===== config.mk =====
export PLATFORM = sky130hd
export DESIGN_NAME = frame_arbiter
export DESIGN_NICKNAME = d
export VERILOG_FILES = /design/src/rtl/frame_arbiter.sv
export SDC_FILE = /design/constraint.sdc
export NUM_CORES = 1
export LEC_CHECK = 0
export CAP_MARGIN = 5
export CORE_ASPECT_RATIO = 2
export CORE_UTILIZATION = 47
export CTS_CLUSTER_SIZE = 14
export DETAILED_ROUTE_END_ITERATION = 12
export PLACE_DENSITY = 0.78
export SLEW_MARGIN = 20
export SYNTH_ARGS = -nofsm -noshare
export SYNTH_HDL_FRONTEND = slang
export SYNTH_SLANG_ARGS = --single-unit

===== constraint.sdc =====
create_clock -name i_clk -period 1.85 [get_ports i_clk]
set_clock_uncertainty 0.2 [all_clocks]
set_input_delay 0.185 -clock i_clk [delete_from_list [all_inputs] [get_ports i_clk]]
set_output_delay 0.185 -clock i_clk [all_outputs]
set_load 0.1 [all_outputs]

===== src/rtl/frame_arbiter.sv =====
// Frame-granular round-robin arbiter sharing one byte-serial uplink among N packet sources.
// Optional: define FRAME_ARBITER_TAG_EN to send a tag byte 8'hA0|owner ahead of each frame.
module frame_arbiter #(
  parameter int N         = 2,
  parameter int FRAME_LEN = 20,
  parameter int TIMEOUT   = 1023
) (
  input  logic           i_clk,
  input  logic           i_rstn,
  input  logic [N-1:0]   i_SrcAvail,
  input  logic [8*N-1:0] i_SrcDataVal,
  input  logic [N-1:0]   i_SrcDataReady,
  output logic [N-1:0]   o_SrcDataNext,
  input  logic           i_TxNext,
  output logic [7:0]     o_TxDataVal,
  output logic           o_TxDataReady,
  output logic [N-1:0]   o_Grant,
  output logic           o_Stall
);

  localparam int IDX_W = (N > 1) ? $clog2(N) : 1;
  localparam int WD_W  = $clog2(TIMEOUT + 1);
  localparam logic [IDX_W-1:0] PTR_RST = IDX_W'(N - 1);
  localparam logic [WD_W-1:0]  WD_LAST = WD_W'(TIMEOUT - 1);
  localparam logic [WD_W-1:0]  WD_MAX  = WD_W'(TIMEOUT);
  localparam logic [7:0]       LEN     = 8'(FRAME_LEN);

  typedef enum logic [4:0] {
    S_IDLE = 5'b00001,
    S_TAG  = 5'b00010,
    S_REQ  = 5'b00100,
    S_WAIT = 5'b01000,
    S_DONE = 5'b10000
  } state_t;

  state_t           r_state;
  logic [IDX_W-1:0] r_gidx;
  logic [N-1:0]     r_grant;
  logic [IDX_W-1:0] r_ptr;
  logic [7:0]       r_count;
  logic [WD_W-1:0]  r_wdog;
  logic [N-1:0]     r_srcNext;
  logic [7:0]       r_txVal;
  logic             r_txRdy;
  logic             r_stall;

  state_t           w_stateNxt;
  logic [IDX_W-1:0] w_gidxNxt;
  logic [N-1:0]     w_grantNxt;
  logic [IDX_W-1:0] w_ptrNxt;
  logic [7:0]       w_countNxt;
  logic [WD_W-1:0]  w_wdogNxt;
  logic [N-1:0]     w_srcNextNxt;
  logic [7:0]       w_txValNxt;
  logic             w_txRdyNxt;
  logic             w_stallNxt;

  logic             w_found;
  logic [IDX_W-1:0] w_pick;
  logic [IDX_W-1:0] w_cand;
  logic [N-1:0]     w_pickOH;
  logic [7:0]       w_srcByte;
  logic             w_srcRdy;

  // Round-robin search starting just above the last owner, wrapping around.
  always_comb begin
    w_found  = 1'b0;
    w_pick   = r_ptr;
    w_cand   = r_ptr;
    w_pickOH = '0;
    for (int k = 1; k <= N; k++) begin
      w_cand = IDX_W'((int'(r_ptr) + k) % N);
      if (!w_found && i_SrcAvail[w_cand]) begin
        w_found = 1'b1;
        w_pick  = w_cand;
      end
    end
    for (int i = 0; i < N; i++) begin
      w_pickOH[i] = (w_pick == IDX_W'(i));
    end
  end

  always_comb begin
    w_srcByte = 8'h00;
    w_srcRdy  = 1'b0;
    for (int i = 0; i < N; i++) begin
      if (r_gidx == IDX_W'(i)) begin
        w_srcByte = i_SrcDataVal[8*i +: 8];
        w_srcRdy  = i_SrcDataReady[i];
      end
    end
  end

  always_comb begin
    w_stateNxt   = r_state;
    w_gidxNxt    = r_gidx;
    w_grantNxt   = r_grant;
    w_ptrNxt     = r_ptr;
    w_countNxt   = r_count;
    w_wdogNxt    = r_wdog;
    w_srcNextNxt = '0;
    w_txValNxt   = r_txVal;
    w_txRdyNxt   = 1'b0;
    w_stallNxt   = 1'b0;
    case (r_state)
      S_IDLE: begin
        if (w_found) begin
          w_gidxNxt  = w_pick;
          w_grantNxt = w_pickOH;
          w_countNxt = 8'd0;
`ifdef FRAME_ARBITER_TAG_EN
          w_stateNxt = S_TAG;
`else
          w_stateNxt = S_REQ;
`endif
        end
      end
`ifdef FRAME_ARBITER_TAG_EN
      S_TAG: begin
        if (i_TxNext) begin
          w_txValNxt = 8'hA0 | 8'(r_gidx);
          w_txRdyNxt = 1'b1;
          w_stateNxt = S_REQ;
        end
      end
`endif
      S_REQ: begin
        if (r_count >= LEN) begin
          w_stateNxt = S_DONE;
        end else if (i_TxNext) begin
          w_srcNextNxt = r_grant;
          w_wdogNxt    = '0;
          w_stateNxt   = S_WAIT;
        end
      end
      // A byte arriving on the expiry cycle still counts; the stall is suppressed.
      S_WAIT: begin
        if (w_srcRdy) begin
          w_txValNxt = w_srcByte;
          w_txRdyNxt = 1'b1;
          w_countNxt = r_count + 8'd1;
          w_stateNxt = (r_count + 8'd1 < LEN) ? S_REQ : S_DONE;
        end else if (r_wdog == WD_LAST) begin
          w_stallNxt = 1'b1;
          w_stateNxt = S_DONE;
        end else if (r_wdog != WD_MAX) begin
          w_wdogNxt = r_wdog + 1'b1;
        end
      end
      S_DONE: begin
        w_grantNxt = '0;
        w_ptrNxt   = r_gidx;
        w_stateNxt = S_IDLE;
      end
      default: begin
        w_grantNxt = '0;
        w_stateNxt = S_IDLE;
      end
    endcase
  end

  always_ff @(posedge i_clk or negedge i_rstn) begin
    if (!i_rstn) begin
      r_state   <= S_IDLE;
      r_gidx    <= '0;
      r_grant   <= '0;
      r_ptr     <= PTR_RST;
      r_count   <= 8'd0;
      r_wdog    <= '0;
      r_srcNext <= '0;
      r_txVal   <= 8'h00;
      r_txRdy   <= 1'b0;
      r_stall   <= 1'b0;
    end else begin
      r_state   <= w_stateNxt;
      r_gidx    <= w_gidxNxt;
      r_grant   <= w_grantNxt;
      r_ptr     <= w_ptrNxt;
      r_count   <= w_countNxt;
      r_wdog    <= w_wdogNxt;
      r_srcNext <= w_srcNextNxt;
      r_txVal   <= w_txValNxt;
      r_txRdy   <= w_txRdyNxt;
      r_stall   <= w_stallNxt;
    end
  end

  assign o_SrcDataNext = r_srcNext;
  assign o_TxDataVal   = r_txVal;
  assign o_TxDataReady = r_txRdy;
  assign o_Grant       = r_grant;
  assign o_Stall       = r_stall;

endmodule


## After elaboration in Yosys (flattened, before gate mapping)

Index checks and enable logic that the tools add are counted.

| storage, ports and cells | value |
|---|---|
| register bits | 39 |
| bits of input ports | 23 |
| output and inout bits | 14 |

| cells by class | value |
|---|---|
| magnitude comparators | 4 |
| reductions and logical operators | 11 |
| eq/ne operators | 15 |
| bitwise gates (word level) | 2 |
| $add $sub $neg | 4 |
| multiplexer cells | 36 |

Operator list:

| kind | count |
|---|---|
| 10-bit 2-to-1 mux | 5 |
| 5-bit 2-to-1 mux | 6 |
| 8-bit 2-to-1 mux | 3 |
| 10-bit case mux with 2 select lines | 1 |
| 8-bit case mux with 2 select lines | 1 |
| 5-bit case mux with 3 select lines | 1 |
| 1-bit 2-to-1 mux | 14 |
| 2-bit != test, second input constant | 7 |
| 10-bit by 1-bit adder with 10-bit output, second input constant | 1 |
| 10-bit equality test, second input constant | 1 |
| 10-bit != test, second input constant | 1 |
| 8-bit by 1-bit adder with 8-bit output, second input constant | 1 |
| 8-bit by 5-bit >= comparator with 1-bit output, second input constant | 1 |
| 8-bit by 5-bit less-than comparator with 1-bit output, second input constant | 1 |
| 2-bit 2-to-1 mux | 4 |
| 3-bit != test, second input constant | 2 |
| 2-bit AND reduction | 3 |
| 3-bit AND reduction | 2 |
| 6-bit AND reduction | 1 |
| 5-bit by 1-bit equality test with 1-bit output, second input constant | 1 |
| 5-bit by 3-bit equality test with 1-bit output, second input constant | 1 |
| 5-bit by 4-bit equality test with 1-bit output, second input constant | 1 |
| 5-bit equality test, second input constant | 1 |
| 1-bit by 2-bit less-than comparator with 1-bit output, second input constant | 2 |
| 7 further kinds | 10 |

## Longest topological paths before layout

| depth | value |
|---|---|
| depth after elaboration | 10 |
| mapped depth | 7 |

## Worst setup path before layout

Ideal clock, no wire load.

| timing | value |
|---|---|
| path kind | register -> register |
| start | reg r_state[3] |
| end | reg r_wdog[3] |
| arrival | 1.771 ns |
| cell stages (with the launch flop) | 6 |
| buffers on the path | 0 |
| slack | -0.198 ns |
| path through | dfrtp_1 > nor4b_2 > nand2_1 > a21o_1 > or4_1 > a21oi_1 |

| on the way | value |
|---|---|
| longest elaborated chain between the ends | 3 |
| elaborated cells between the ends (all ways) | 10 |
| those cells by class | eq/ne: 7; mux: 1; reduce/logical: 2 |

RTL lines:

| item | line | source |
|---|---|---|
| from (decl) | 36 | `state_t r_state;` |
| from (signal assigned) | 175 | `r_state <= w_stateNxt;` |
| 5-bit by 4-bit equality test with 1-bit output / 5-bit by 3-bit equality test with 1-bit output (equally long branches) | 105 | `case (r_state)` |
| 2-bit != test (no line) / 2-bit nonzero test (equally long branches) | n/a |  |
| 6-bit AND reduction (no line) | n/a |  |
| to (signal assigned) | 180 | `r_wdog <= w_wdogNxt;` |
| to (decl) | 41 | `logic [WD_W-1:0] r_wdog;` |

Parallel ways exist; a longest one is shown, timed or not.
A chain may end at the register's enable or synchronous reset.

## Worst setup path in the final report

| timing | value |
|---|---|
| start | reg r_state[0] |
| end | reg r_wdog[7] |

The elaborated chain is that of the path after synthesis.

==> run summary <==
The relative contribution of the clock network to total power is 16.8%. The tree built by TritonCTS fans out to 38 sinks. The number of standard cells in the layout, taps in and fillers out came out at roughly 370. Relative to the synthesized area, the layout overhead comes to 63.3%. The proportion of synthesized flip-flops having asynchronous set or reset came out at 100%. The flow ran to the end, but the final reports show violations. The checks that failed: negative setup slack.

The sequential area share after synthesis came out at 45.7%. The clock buffer count from CTS is 5. The type of the worst min-delay path is input pin to async pin. Of all nets on the critical path, the largest fanout is 8. The number of antenna violations at the first check in global routing came out at 0. The number of placed instances, taps included, is 358.

The wire length of the first global-routing pass came out at around 9600 um. After detailed routing, the number of vias per cell comes to 5.85. The routed layout has 2187 vias. The switching part of the total is 43.4%. Cell internal power was estimated by the tool at 2.42 mW. The detailed router used layers up to and including met4. The area of the mapped netlist is 0.00209 mm2.

Counting instances in the post-synthesis netlist gives the leading cell types as 36 x dfrtp_1, 32 x nand2_1, 24 x o21ai_1. The effective utilization at floorplan is 48.6%. The synthesized design contains 0 enable-type register cells.

Setup repair after global routing could not meet its margin everywhere. The data required time at the worst endpoint came out at 1860 ps. The final hold violation count came out at 0. For this design the static power due to leakage is 1.51 nW. dfrtp_1 takes more of the synthesized area than any other cell. The portion of synthesized cell area occupied by the leading cell type is 43.2%.

Setup violations remaining at the end of the flow were counted as 11. The critical path start-end classification is flop to flop. The clock slew seen by the registers of the worst setup and hold paths came out at 70 ps. The routed length on met3 is 246 um.

The number of pins exceeding their max-slew limit in the final report is 0. In the synthesized netlist the dominant register cell turns out to be dfrtp_1. The total nets after synthesis came out at 254. The count of inserted antenna diode cells came out at 0. The synthesized design contains 38 register bits. Of the total power, combinational logic draws 54.5%.

The number of I/O pins came out at 37. By area the synthesized netlist is led by dfrtp_1 43%, mux2i_1 6.2%, o21ai_1 5.8%. The last weighted congestion value of the routability-driven placer is 0.898. The cell sitting at the root of the clock tree is a clkbuf_8. The first routing iteration left 68 violations. The vertical extent of the die is just under 100 um. The DRC violations left came out at 0. The maximum number of pins on one net before global-route repair came out at 29. In this run the deepest clock path goes through 2 buffers.

The width of the die is 49.1 um. The critical path data arrival time is 2150 ps. STA classifies the critical path startpoint as a flop. The row count is 34.

The share of total power dissipated in sequential elements is between 20% and 30%. The final sum of negative setup slack is -1490 ps. The count of buffers added on input and output ports is 36. The number of warnings issued by yosys came out at 0. The gate count after technology mapping is 227. After detailed routing, the average wire length per cell comes to 17.5 um. In this run the remaining antenna-violating nets after routing total 0.

The worst-margin pin slew came out at around 650 ps. In the post-synthesis netlist, the cell with the most instances is dfrtp_1. The max-capacitance violation count is 0. Dividing the final minimum period by the clock period gives 116%. The maximum vdd drop is 1.30 mV. The upper clock frequency limit came out at 467 MHz. The number of iterations in the first detailed-routing pass came out at 4. The detailed placer's ending HPWL came out at around 4300 um. The via count of the first global-routing pass came out at 2167. The smallest setup slack after layout is -291 ps. The relative slew slack came out at a little under three fifths. The floorplan core area came out at 0.00430 mm2. STA classifies the critical path endpoint as a flop.

Clock latency on the worst-skew pair, taken at its later pin, is 290 ps. Summed over all nets, the switching power comes to 1.85 mW. Global routing consumed, over all layers together, 27.5% of the routing resources. TritonCTS built the clock tree. The mean instance size in the synthesized netlist is 9.19 um2.

The number of H-tree levels came out at 2. In the final layout, the share of cells above drive strength 1 is 37.8%. The area of the die came out at around 0.0047 mm2.

For this block, the routed nets add up to approximately 6500 um of wire. The detailed-route wire length on metal 1 came out at between 2000 and 2500 um. The minimum clock period after layout is 2140 ps. The final net count came out at around 350. The leftover overflow at the end of global routing came out at 0. The post-placement worst setup slack came out at -215 ps. Wire segments on met2 add up to 3680 um in the final route. The unique cell type count in the Yosys netlist came out at 43. Power spread over the standard cell area amounts to 1250 mW/mm2.
## layout make-up
class	count	area, um2
Fill cell	254	888
Inverter	10	40.0
Timing Repair Buffer	95	972
Tap cell	54	67.6
Multi-Input combinational cell	170	1260
Sequential cell	38	957
Clock buffer	6	82.6
Clock inverter	1	30.0
## final timing paths
kind                                                 start  slack [ps]  cells after the start                         end
worst max register to register      r_state[0]$_DFFE_PN1P_        -290                      5       r_wdog[7]$_DFFE_PN0P_
min in group i_clk                         i_SrcDataVal[4]         320                      3  o_TxDataVal[4]$_DFFE_PN0P_
worst min-delay path                                i_rstn         250                      2      r_state[2]$_DFFE_PN0P_
worst max-delay path                r_state[0]$_DFFE_PN1P_        -290                      5       r_wdog[7]$_DFFE_PN0P_
worst min register to register  o_TxDataVal[4]$_DFFE_PN0P_         350                      2  o_TxDataVal[4]$_DFFE_PN0P_
max in group asynchronous                           i_rstn         630                      3           o_Stall$_DFF_PN0_
## state kept, by name, indices dropped and copies added (netlist names), 2 cells and up
signal	cells
o_Grant	2
o_SrcDataNext	2
o_TxDataVal	8
r_count	8
r_state	4
r_wdog	10
## timing repair
| item | 4_1_cts | 5_1_grt |
|---|---|---|
| hold endpoints to repair | 24 | 0 |
| pin swaps | 6 | 13 |
| gates resized for setup | 13 | 26 |
| hold buffers | 1 | 0 |
| endpoints found under the setup margin | 19 | 19 |
| buffers inserted | 3 | 6 |
| gates cloned | 0 | 0 |
## placed cells by master (no fill, tap or decap), drive strengths merged, types with 2 or more instances in the layout
master / count
inv: 10
nand4: 8
ha: 4
a21oi: 9
mux2: 2
nand3: 6
and3: 4
and4: 2
nand2b: 5
a21o: 2
dfstp: 2
clkdlybuf4s50: 21
nor3: 5
nor2: 13
and2: 3
buf: 73
nand2: 32
a31oi: 4
or4: 4
o31ai: 6
a22o: 3
mux2i: 13
clkbuf: 6
o21ai: 28
dfrtp: 36
nor4b: 4
## worst max-delay path: stages, from the launching register on
cell	delay, ps
dfstp_2	610
nor2_2	60
and4b_1	210
o21a_4	250
or4_1	520
a21oi_1	200
## kinds of logic after synthesis
kind of cell / Yosys count / synth area share [%]
flip-flops: 38 / 45.7
multiplexers: 15 / 7.31
adder cells (fa/ha/maj): 4 / 2.40
AO/OA/AOI/OAI: 60 / 17.4
AND/OR/NAND/NOR: 91 / 23.7
buffers and inverters: 19 / 3.48
## routing by layer
metal	GRT usage [%]	up-vias
met5	0	-
met4	21.1	0
met3	3.95	41
met2	53.0	92
met1	24.9	1040
li1	-	1014
## power groups by stage
stage	clock network, mW	registers [mW]	logic [mW]
finish	0.717	1.22	2.32
global route	0.761	1.24	2.42
CTS	0.733	1.22	2.19
detailed placement	0	1.23	2.11
global placement	0	1.22	2.09
floorplan	0	1.92	0.535
## through the flow
step | hold slack, ps | area (um2) | total power [mW] | util, %
6_report | 249 | 3410 | 4.27 | 79.3
5_1_grt | 302 | 3410 | 4.43 | 79.3
4_1_cts | 260 | 3260 | 4.14 | 75.8
3_5_place_dp | 41.2 | 3060 | 3.34 | 71.1
3_3_place_gp | 39.2 | 3060 | 3.31 | 71.1
2_1_floorplan | -311 | 2140 | 2.46 | -
(Power assumes the default switching activity.)
==> RTL change, RTL diff (config.mk and constraints unchanged) <==
Register the output `o_TxDataVal` once more, with the module's reset; this adds one clock of latency there. The other outputs are not delayed to match.
--- a/src/rtl/frame_arbiter.sv
+++ b/src/rtl/frame_arbiter.sv
@@ -188,3 +188,9 @@
   assign o_SrcDataNext = r_srcNext;
-  assign o_TxDataVal   = r_txVal;
+  always_ff @(posedge i_clk or negedge i_rstn) begin
+    if (!i_rstn) begin
+      o_TxDataVal <= '0;
+    end else begin
+      o_TxDataVal <= r_txVal;
+    end
+  end
   assign o_TxDataReady = r_txRdy;
Behaviour: not the same (a bounded check fails within 4 cycles, from zero or initial values and one cycle with i_rstn low).
==> RTL change against the unedited design <==
The run still ends with negative setup slack left; power is 11% higher; routed wire length increased by 35%; area after synthesis up 9.6%; worst setup slack worse by 98 ps; synthesized cell count is the same; hold slack worse by 84 ps; count of clock-buffer cells in the layout shrank 1; sequential cell count up 8; critical path depth grew 1; final area rose by 17%.
==> RTL change: results (changes against the unedited design) <==
* Critical path capture point: r_wdog[3]
* H-tree depth at 2 (unchanged)
* Outcome: complete, but fails checks
* Mapped cell area at 2290 um^2 (+9.6%)
* Maximum VDD drop at 1.20 mV (-8.2%)
* Adder-Cell Fraction of Synth Area at 2.19% (-0.21 points)
* Area post-placement at 3260 um^2 (+6.8%)
* Data buffer area share at 29.1% (+0.53 points)
* R2r endpoint: r_wdog[3]
* Comb. pwr at 2.47 mW (+6%)
* Placed insts at 364 (+1.7%)
* Clock network area share at 2.74% (-0.57 points)
* Drt pass-1 iters at 5 (+1)
* Comb_multi_in at 167 (-1.8%)
* Final setup fails at 31 (+20)
* Reg with most FFs: r_wdog
* Non-clk bufs at 110 (+16%)
* FF+latch count, synth at 46 (+21%)
* Final hold slack at 165 ps (-84.3 ps)
* Failing checks: negative setup slack
* Post-DR wirelength/cell at 22.4 um (+28%)
* Logic inverters at 7 (-3)
* CTS clk-pin slew, worst paths at 90 ps (+20 ps)
* Post-Place Worst Slack at -367 ps (-152 ps)
* Post-synthesis mux area share at 5.31% (-2.0 points)
* Multi-input gate area at 1460 um^2 (+16%)
* Register area share after synthesis at 50.4% (+4.8 points)
* Critical Path AT at 2270 ps (+120 ps)
* First DRT Iteration DRCs at 109 (+60%)
* Reg2Reg Launch Point: r_state[4]
* Vias per cell at 6.32 (+8.1%)
* Total GRT Usage at 30.7% (+3.2 points)
* Syn Area/Cell at 10.1 um^2 (+9.6%)
* Main area contributors after synthesis: dfrtp_1, o21ai_0, mux2i_1, nand2_1, o31ai_1
* Vias in the first global route at 2457 (+13%)
* Most instantiated cells after synthesis: dfrtp_1, nand2_1, o21ai_0, nor2_1
* Netlist cell types at 46 (+7.0%)
* Register area at 1160 um^2 (+21%)
* Static Leakage at 1.75 nW (+16%)
* HPWL Detailed at 4.80 mm (+11%)
* Fin Setup TNS at -4570 ps (-3090 ps)
* Ratio of cells with drive above 1 in the final layout at 50.3% (+12 points)
* Largest net degree at the start of global routing at 21 (-28%)
* Fraction of registers with async set or reset after synthesis at 100% (unchanged)
* Compound-Gate Fraction of Synth Area at 16.8% (-0.54 points)
* Sequential Power Share at 31.9% (+3.2 points)
* Slew HR at 67.4% (+11 points)
* Non-Filler Instances at 393 (+5.1%)
* Fill cell count at 210 (-17%)
* Syn_nets at 254 (unchanged)
* Pint at 2.71 mW (+12%)
* Logic pwr share at 52.4% (-2.1 points)
* GPL Wtd Cong at 0.906 (+0.82%)
* Worst Slack Setup Final at -390 ps (-98.3 ps)
* First-pass GRT wire length at 11.5 mm (+20%)
==> RTL change: cell types whose count changed in the layout (fill, tap and decap cells not counted), moves of 6 or more <==
| cell | change |
|---|---|
| buf_4 | +6 |
| buf_6 | +6 |
| dfrtp_1 | +8 |
| nand2_1 | -15 |
| o21ai_1 | -6 |
==> RTL change: metal layers <==
layer  global-route usage [%]  vias to the layer above  share of wire, %
met5                        0                        -                 0
met4                     16.8                        0               7.2
met3                     4.22                       55               4.9
met2                     59.4                      146                55
met1                     29.3                     1218                33
li1                         -                     1065                 -
==> RTL change: what timing repair did <==
action                                 CTS  global route
setup endpoints to repair               31            30
endpoints found under the hold margin   18             0
cloned                                   1             3
hold buffers                             1             0
gates resized for setup                 39            72
setup buffers                            8            12
pin swaps                               17            32
==> RTL change: critical path, cell delays in order, from the launching register on <==
cell and delay (ps):
dfrtp_2 440, buf_6 140, nor4b_4 320, nand2_2 130, a21o_4 250, or4_4 540
a21oi_2 150
